$ cat config.mk
export PLATFORM = sky130hd
export DESIGN_NAME = ram_arbiter
export DESIGN_NICKNAME = d
export VERILOG_FILES = /design/src/rtl/ram_arbiter.sv
export SDC_FILE = /design/constraint.sdc
export NUM_CORES = 1
export LEC_CHECK = 0
export ABC_AREA = 1
export CAP_MARGIN = 40
export CORE_MARGIN = 2
export CORE_UTILIZATION = 38
export DETAILED_ROUTE_END_ITERATION = 12
export GPL_TIMING_DRIVEN = 0
export MAX_ROUTING_LAYER = met4
export PLACE_DENSITY = 0.76
export SLEW_MARGIN = 20
export SYNTH_ARGS = -nofsm -noshare
export SYNTH_HDL_FRONTEND = slang
export SYNTH_SLANG_ARGS = --single-unit
$ cat constraint.sdc
create_clock -name clock -period 1.2 [get_ports clock]
set_input_delay 0.18 -clock clock [delete_from_list [all_inputs] [get_ports clock]]
set_output_delay 0.18 -clock clock [all_outputs]
set_load 0.05 [all_outputs]
$ cat src/rtl/ram_arbiter.sv
// Two-port arbiter for the shared data RAM. Each access takes three cycles (IDLE, ACC, DONE).
// Contention is settled round-robin, and port 1 may hold a bounded burst lock.
module ram_arbiter #(
  parameter int ADDR_W   = 12,
  parameter int DATA_W   = 4,
  parameter int MAX_LOCK = 4
) (
  input  logic              clock,
  input  logic              reset,
  input  logic              req0,
  input  logic              req1,
  input  logic              we0,
  input  logic              we1,
  input  logic [ADDR_W-1:0] addr0,
  input  logic [ADDR_W-1:0] addr1,
  input  logic [DATA_W-1:0] wdata0,
  input  logic [DATA_W-1:0] wdata1,
  input  logic              lock1,
  output logic              ack0,
  output logic              ack1,
  output logic [DATA_W-1:0] rdata0,
  output logic [DATA_W-1:0] rdata1,
  output logic [1:0]        gnt,
  output logic              ram_cs,
  output logic              ram_we,
  output logic [ADDR_W-1:0] ram_addr,
  output logic [DATA_W-1:0] ram_wdata,
  output logic              ram_drive,
  input  logic [DATA_W-1:0] ram_rdata
);

  typedef enum logic [1:0] {S_IDLE, S_ACC, S_DONE} state_t;

  localparam logic [3:0] LMAX = 4'(MAX_LOCK);

  state_t            r_state;
  logic              r_sel;       // granted port of the access in flight
  logic              r_we;
  logic              r_last;      // port granted most recently
  logic [3:0]        r_lock_cnt;
  logic [ADDR_W-1:0] r_addr;
  logic [DATA_W-1:0] r_wdata;
  logic [DATA_W-1:0] r_rdata0;
  logic [DATA_W-1:0] r_rdata1;

  logic w_lock_hold;
  logic w_pick1;
  logic w_acc;
  logic w_busy;

  // Port 1 keeps the RAM while its burst is still under the cap; otherwise the port that did not go last wins.
  assign w_lock_hold = lock1 && (r_lock_cnt != 4'd0) && (r_lock_cnt < LMAX);
  assign w_pick1     = req1 && (!req0 || w_lock_hold || !r_last);

  always_ff @(posedge clock or posedge reset) begin
    if (reset) begin
      r_state    <= S_IDLE;
      r_sel      <= 1'b0;
      r_we       <= 1'b0;
      r_last     <= 1'b1;
      r_lock_cnt <= 4'd0;
      r_addr     <= '0;
      r_wdata    <= '0;
      r_rdata0   <= '0;
      r_rdata1   <= '0;
    end else begin
      case (r_state)
        S_IDLE: if (req0 || req1) begin
          r_sel   <= w_pick1;
          r_we    <= w_pick1 ? we1 : we0;
          r_addr  <= w_pick1 ? addr1 : addr0;
          r_wdata <= w_pick1 ? wdata1 : wdata0;
          r_state <= S_ACC;
        end
        S_ACC: begin
          if (!r_we) begin
            if (r_sel) r_rdata1 <= ram_rdata;
            else       r_rdata0 <= ram_rdata;
          end
          r_state <= S_DONE;
        end
        S_DONE: begin
          r_last <= r_sel;
          if (r_sel && lock1)
            r_lock_cnt <= (r_lock_cnt >= LMAX) ? LMAX : r_lock_cnt + 4'd1;
          else
            r_lock_cnt <= 4'd0;
          r_state <= S_IDLE;
        end
        default: r_state <= S_IDLE;
      endcase
    end
  end

  // Every strobe is decoded from the state register, so reset clears it at once.
  assign w_acc  = (r_state == S_ACC);
  assign w_busy = (r_state != S_IDLE);

  assign gnt       = {w_busy & r_sel, w_busy & ~r_sel};
  assign ack0      = (r_state == S_DONE) & ~r_sel;
  assign ack1      = (r_state == S_DONE) &  r_sel;
  assign ram_cs    = w_acc;
  assign ram_we    = w_acc & r_we;
  assign ram_drive = ram_cs & ram_we;
  assign ram_addr  = r_addr;
  assign ram_wdata = r_wdata;
  assign rdata0    = r_rdata0;
  assign rdata1    = r_rdata1;

endmodule

==> run_summary.xml <==
<?xml version="1.0" encoding="UTF-8"?>
<metrics>
  <group name="synth">
    <metric name="synth_area" unit="µm²">1740</metric>
    <metric name="yosys-top-cells-area" unit="">sky130_fd_sc_hd__dfrtp_1 (46%), sky130_fd_sc_hd__nand2_1 (14%), sky130_fd_sc_hd__nand3_1 (11%), sky130_fd_sc_hd__inv_1 (11%), sky130_fd_sc_hd__o21ai_0 (2.6%)</metric>
    <metric name="asyncSetResetFlopFracSynth" unit="%">100</metric>
    <metric name="netlist.top_cell.by_area" unit="">sky130_fd_sc_hd__dfrtp_1</metric>
    <metric name="synth.yosys.warnings" unit="">0</metric>
    <metric name="count_of_flip_flops_with_a_built_in_enable_after_synthesis" unit="">0</metric>
    <metric name="postSynth.topFlopCell" unit="">sky130_fd_sc_hd__dfrtp_1</metric>
    <metric name="post_synth_inst_count" unit="">228</metric>
    <metric name="seq_area_frac_synth" unit="%">47.4</metric>
    <metric name="synth_area_per_cell" unit="µm²">7.65</metric>
    <metric name="netlist.area_leader.share" unit="%">45.9</metric>
    <metric name="synth_cell_type_count" unit="">20</metric>
    <metric name="synth_common_cells" unit="">sky130_fd_sc_hd__nand2_1 (64), sky130_fd_sc_hd__inv_1 (49), sky130_fd_sc_hd__nand3_1 (38), sky130_fd_sc_hd__dfrtp_1 (32), sky130_fd_sc_hd__nor2_1 (11)</metric>
    <metric name="most_repeated_cell_in_the_gate_level_netlist_after_synthesis" unit="">sky130_fd_sc_hd__nand2_1</metric>
    <metric name="syn-num-nets" unit="">273</metric>
    <metric name="ys_seq_elements" unit="">33</metric>
  </group>
  <group name="worst_setup_path">
    <metric name="path_class" unit="">register to primary output</metric>
    <metric name="timing.critical_path.arrival" unit="ps">1250</metric>
    <metric name="endpoint_kind" unit="">primary output</metric>
    <metric name="critical_path.startpoint_type" unit="">register</metric>
    <metric name="critical_path_required" unit="ps">1020</metric>
    <metric name="worst-path-max-fanout" unit="">4</metric>
  </group>
  <group name="sta">
    <metric name="worst_slew_pin_slew" unit="ps">698</metric>
    <metric name="hold_ws" unit="ps">312</metric>
    <metric name="slew_headroom" unit="%">53.4</metric>
    <metric name="period_share" unit="%">119</metric>
    <metric name="post-route-worst-setup-slack" unit="ps">-233</metric>
    <metric name="max_clock_freq" unit="MHz">698</metric>
    <metric name="final.setup_skew" unit="ps">5.32</metric>
    <metric name="final_hold_viol_count" unit="">0</metric>
    <metric name="fin_crit" unit="ps">1430</metric>
    <metric name="setup_repair_after_global_routing_missed_its_margin" unit="">true</metric>
    <metric name="setup_viol_count_final" unit="">33</metric>
    <metric name="final_max_slew_viols" unit="">0</metric>
  </group>
  <group name="clocking">
    <metric name="htreeDepth" unit="">2</metric>
    <metric name="tritoncts" unit="">done</metric>
    <metric name="clkSlewWorstSetupHoldPaths" unit="ps">70</metric>
    <metric name="clock_tree.root_cell" unit="">sky130_fd_sc_hd__clkbuf_8</metric>
    <metric name="cts_inserted_buffers" unit="">5</metric>
    <metric name="clkLatencyLatePin" unit="ps">280</metric>
    <metric name="cts.path.max_buffers" unit="">2</metric>
    <metric name="clkSinkCount" unit="">33</metric>
  </group>
  <group name="run_status">
    <metric name="failed_checks" unit="">negative setup slack</metric>
    <metric name="status" unit="">finished, violations left</metric>
  </group>
  <group name="global_routing">
    <metric name="largest_net_degree_at_the_start_of_global_routing" unit="">34</metric>
    <metric name="grt_pass1_wl" unit="µm">7950</metric>
    <metric name="number_of_global_route_vias_before_repair" unit="">1823</metric>
    <metric name="number_of_antenna_violations_at_the_first_check_in_global_routing" unit="">0</metric>
    <metric name="gr-usage-all-layers" unit="%">20.4</metric>
    <metric name="grt_overflow" unit="">0</metric>
  </group>
  <group name="cells_and_area">
    <metric name="drive_above_1_share" unit="%">44.4</metric>
    <metric name="area.growth.synth_to_final" unit="%">79.8</metric>
    <metric name="finalNetCount" unit="">373</metric>
    <metric name="antenna_cells_inserted" unit="">0</metric>
    <metric name="area_of_combinational_cells_with_multiple_inputs" unit="µm²">1000</metric>
    <metric name="fillers" unit="">344</metric>
    <metric name="seqCellArea" unit="µm²">830</metric>
  </group>
  <group name="die">
    <metric name="core_region" unit="µm²">4380</metric>
    <metric name="chipWidth" unit="µm">71.8</metric>
    <metric name="die_h" unit="µm">71.8</metric>
    <metric name="floorplan.initialDensity" unit="%">39.8</metric>
    <metric name="pin_count" unit="">74</metric>
    <metric name="total_die_area" unit="µm²">5150</metric>
    <metric name="rows" unit="">24</metric>
  </group>
  <group name="drt">
    <metric name="route.detailed.drc" unit="">0</metric>
    <metric name="final_antenna_net_count" unit="">0</metric>
    <metric name="viasPerCell" unit="">4.68</metric>
    <metric name="drt_first_iter_violations" unit="">86</metric>
    <metric name="drt-pass1-iter-count" unit="">4</metric>
    <metric name="finalWirelength" unit="µm">4920</metric>
    <metric name="routedWlPerCell" unit="µm">12.9</metric>
    <metric name="vias" unit="">1783</metric>
  </group>
  <group name="place">
    <metric name="port-buffer-count" unit="">72</metric>
    <metric name="place_hpwl" unit="µm">2950</metric>
    <metric name="dp_slack" unit="ps">-679</metric>
    <metric name="place_congestion" unit="">0.719</metric>
  </group>
  <group name="pwr">
    <metric name="share_of_power_burned_in_registers" unit="%">23.4</metric>
    <metric name="peakVddDrop" unit="mV">1.39</metric>
    <metric name="power.density" unit="nW/µm²">2710</metric>
    <metric name="cellInternalPower" unit="mW">4.18</metric>
    <metric name="power.net_switching" unit="mW">4.33</metric>
    <metric name="clock_power_share" unit="%">12.7</metric>
    <metric name="pwr-share-comb" unit="%">64.0</metric>
    <metric name="power.share.switching" unit="%">50.9</metric>
    <metric name="p_leak" unit="nW">1.63</metric>
  </group>
  <group name="job">
    <metric name="cap_violations" unit="">0</metric>
  </group>
  <group name="hold_path">
    <metric name="worstHoldPathType" unit="">input port to register</metric>
  </group>
</metrics>
power by group through the flow:
stage / sequential (mW) / clock [mW] / combinational [mW]
finish: 1.99 / 1.08 / 5.44
global placement: 2.00 / 0 / 4.60
global route: 2.06 / 1.14 / 5.79
CTS: 1.99 / 1.10 / 5.23
floorplan: 3.38 / 0 / 1.82
detailed placement: 2.00 / 0 / 4.67
layout make-up:
type,instances,share of cell area [%]
Timing Repair Buffer,93,26.6
Inverter,52,6.78
Tap cell,52,2.08
Clock inverter,1,0.958
Clock buffer,7,2.75
Multi-Input combinational cell,136,31.9
Buffer,7,2.47
Sequential cell,33,26.5
critical path: stages (launching register included):
cell and delay, ps:
sky130_fd_sc_hd__dfrtp_2 450, sky130_fd_sc_hd__inv_4 80, sky130_fd_sc_hd__nor2_4 120, sky130_fd_sc_hd__inv_4 70, sky130_fd_sc_hd__nor2_4 100, sky130_fd_sc_hd__buf_8 150
worst paths after layout:
check / startpoint / to / slack, ps / cells after the start
min: req1 / ram_addr[10] / 310 / 4
max: r_state[1] / ack0 / -230 / 5
min in group asynchronous: reset / ram_wdata[2] / 320 / 2
max reg2reg: r_lock_cnt[0] / ram_addr[7] / -190 / 10
max in group asynchronous: reset / r_sel / 380 / 2
min reg2reg: ram_wdata[2] / ram_wdata[2] / 470 / 2
cells by family after synthesis:
kind of cell	share of synthesized area [%]
simple gates	32.7
flops	47.4
buf+inv	14.8
compound gates	3.59
fa+ha+maj	1.43
metrics by stage:
step | total power [mW] | instance area, µm² | setup TNS [ps] | cells | util, %
6_report | 8.50 | 3140 | -4360 | 381 | 71.5
5_1_grt | 8.99 | 3140 | -6680 | 381 | 71.5
4_1_cts | 8.31 | 3070 | -3820 | 377 | 69.9
3_5_place_dp | 6.67 | 2610 | -13060 | 352 | 59.5
3_3_place_gp | 6.60 | 2610 | -28550 | 352 | 59.5
2_1_floorplan | 5.20 | 1820 | -1170 | 228 | -
what timing repair did:
item / CTS / global route
hold buffers: 0 / 0
resized for setup: 196 / 66
pin swaps: 30 / 22
endpoints found under the setup margin: 50 / 48
setup buffers: 15 / 4
gates cloned: 2 / 0
flip-flops by register name (all words and copies together) (netlist names):
register / flops
rdata1: 4
r_last: 1
r_state: 2
rdata0: 4
r_sel: 1
ram_wdata: 4
ram_addr: 12
r_we: 1
r_lock_cnt: 4
routing by layer:
metal / GRT usage [%] / part of all wire, % / vias up
li1: - / - / 892
met1: 24.0 / 41 / 834
met2: 35.8 / 54 / 52
met3: 4.22 / 4.5 / 5
met4: 4.61 / 0.63 / 0
met5: - / 0 / -
cell usage in the layout (no fill, tap or decap), types with 6 or more instances in the layout:
master                             n
sky130_fd_sc_hd__buf_4            13
sky130_fd_sc_hd__nand3_1           8
sky130_fd_sc_hd__clkdlybuf4s50_1  41
sky130_fd_sc_hd__inv_1            43
sky130_fd_sc_hd__nor2_4            8
sky130_fd_sc_hd__nand2_2          12
sky130_fd_sc_hd__dfrtp_1          30
sky130_fd_sc_hd__clkbuf_8          6
sky130_fd_sc_hd__nand3_2          29
sky130_fd_sc_hd__nor2_1            6
sky130_fd_sc_hd__nand2_4          10
sky130_fd_sc_hd__buf_2            24
sky130_fd_sc_hd__nand2_1          43
sky130_fd_sc_hd__buf_6            16
sky130_fd_sc_hd__o21ai_1           7
Note: power is estimated with default switching activity, not from simulation.
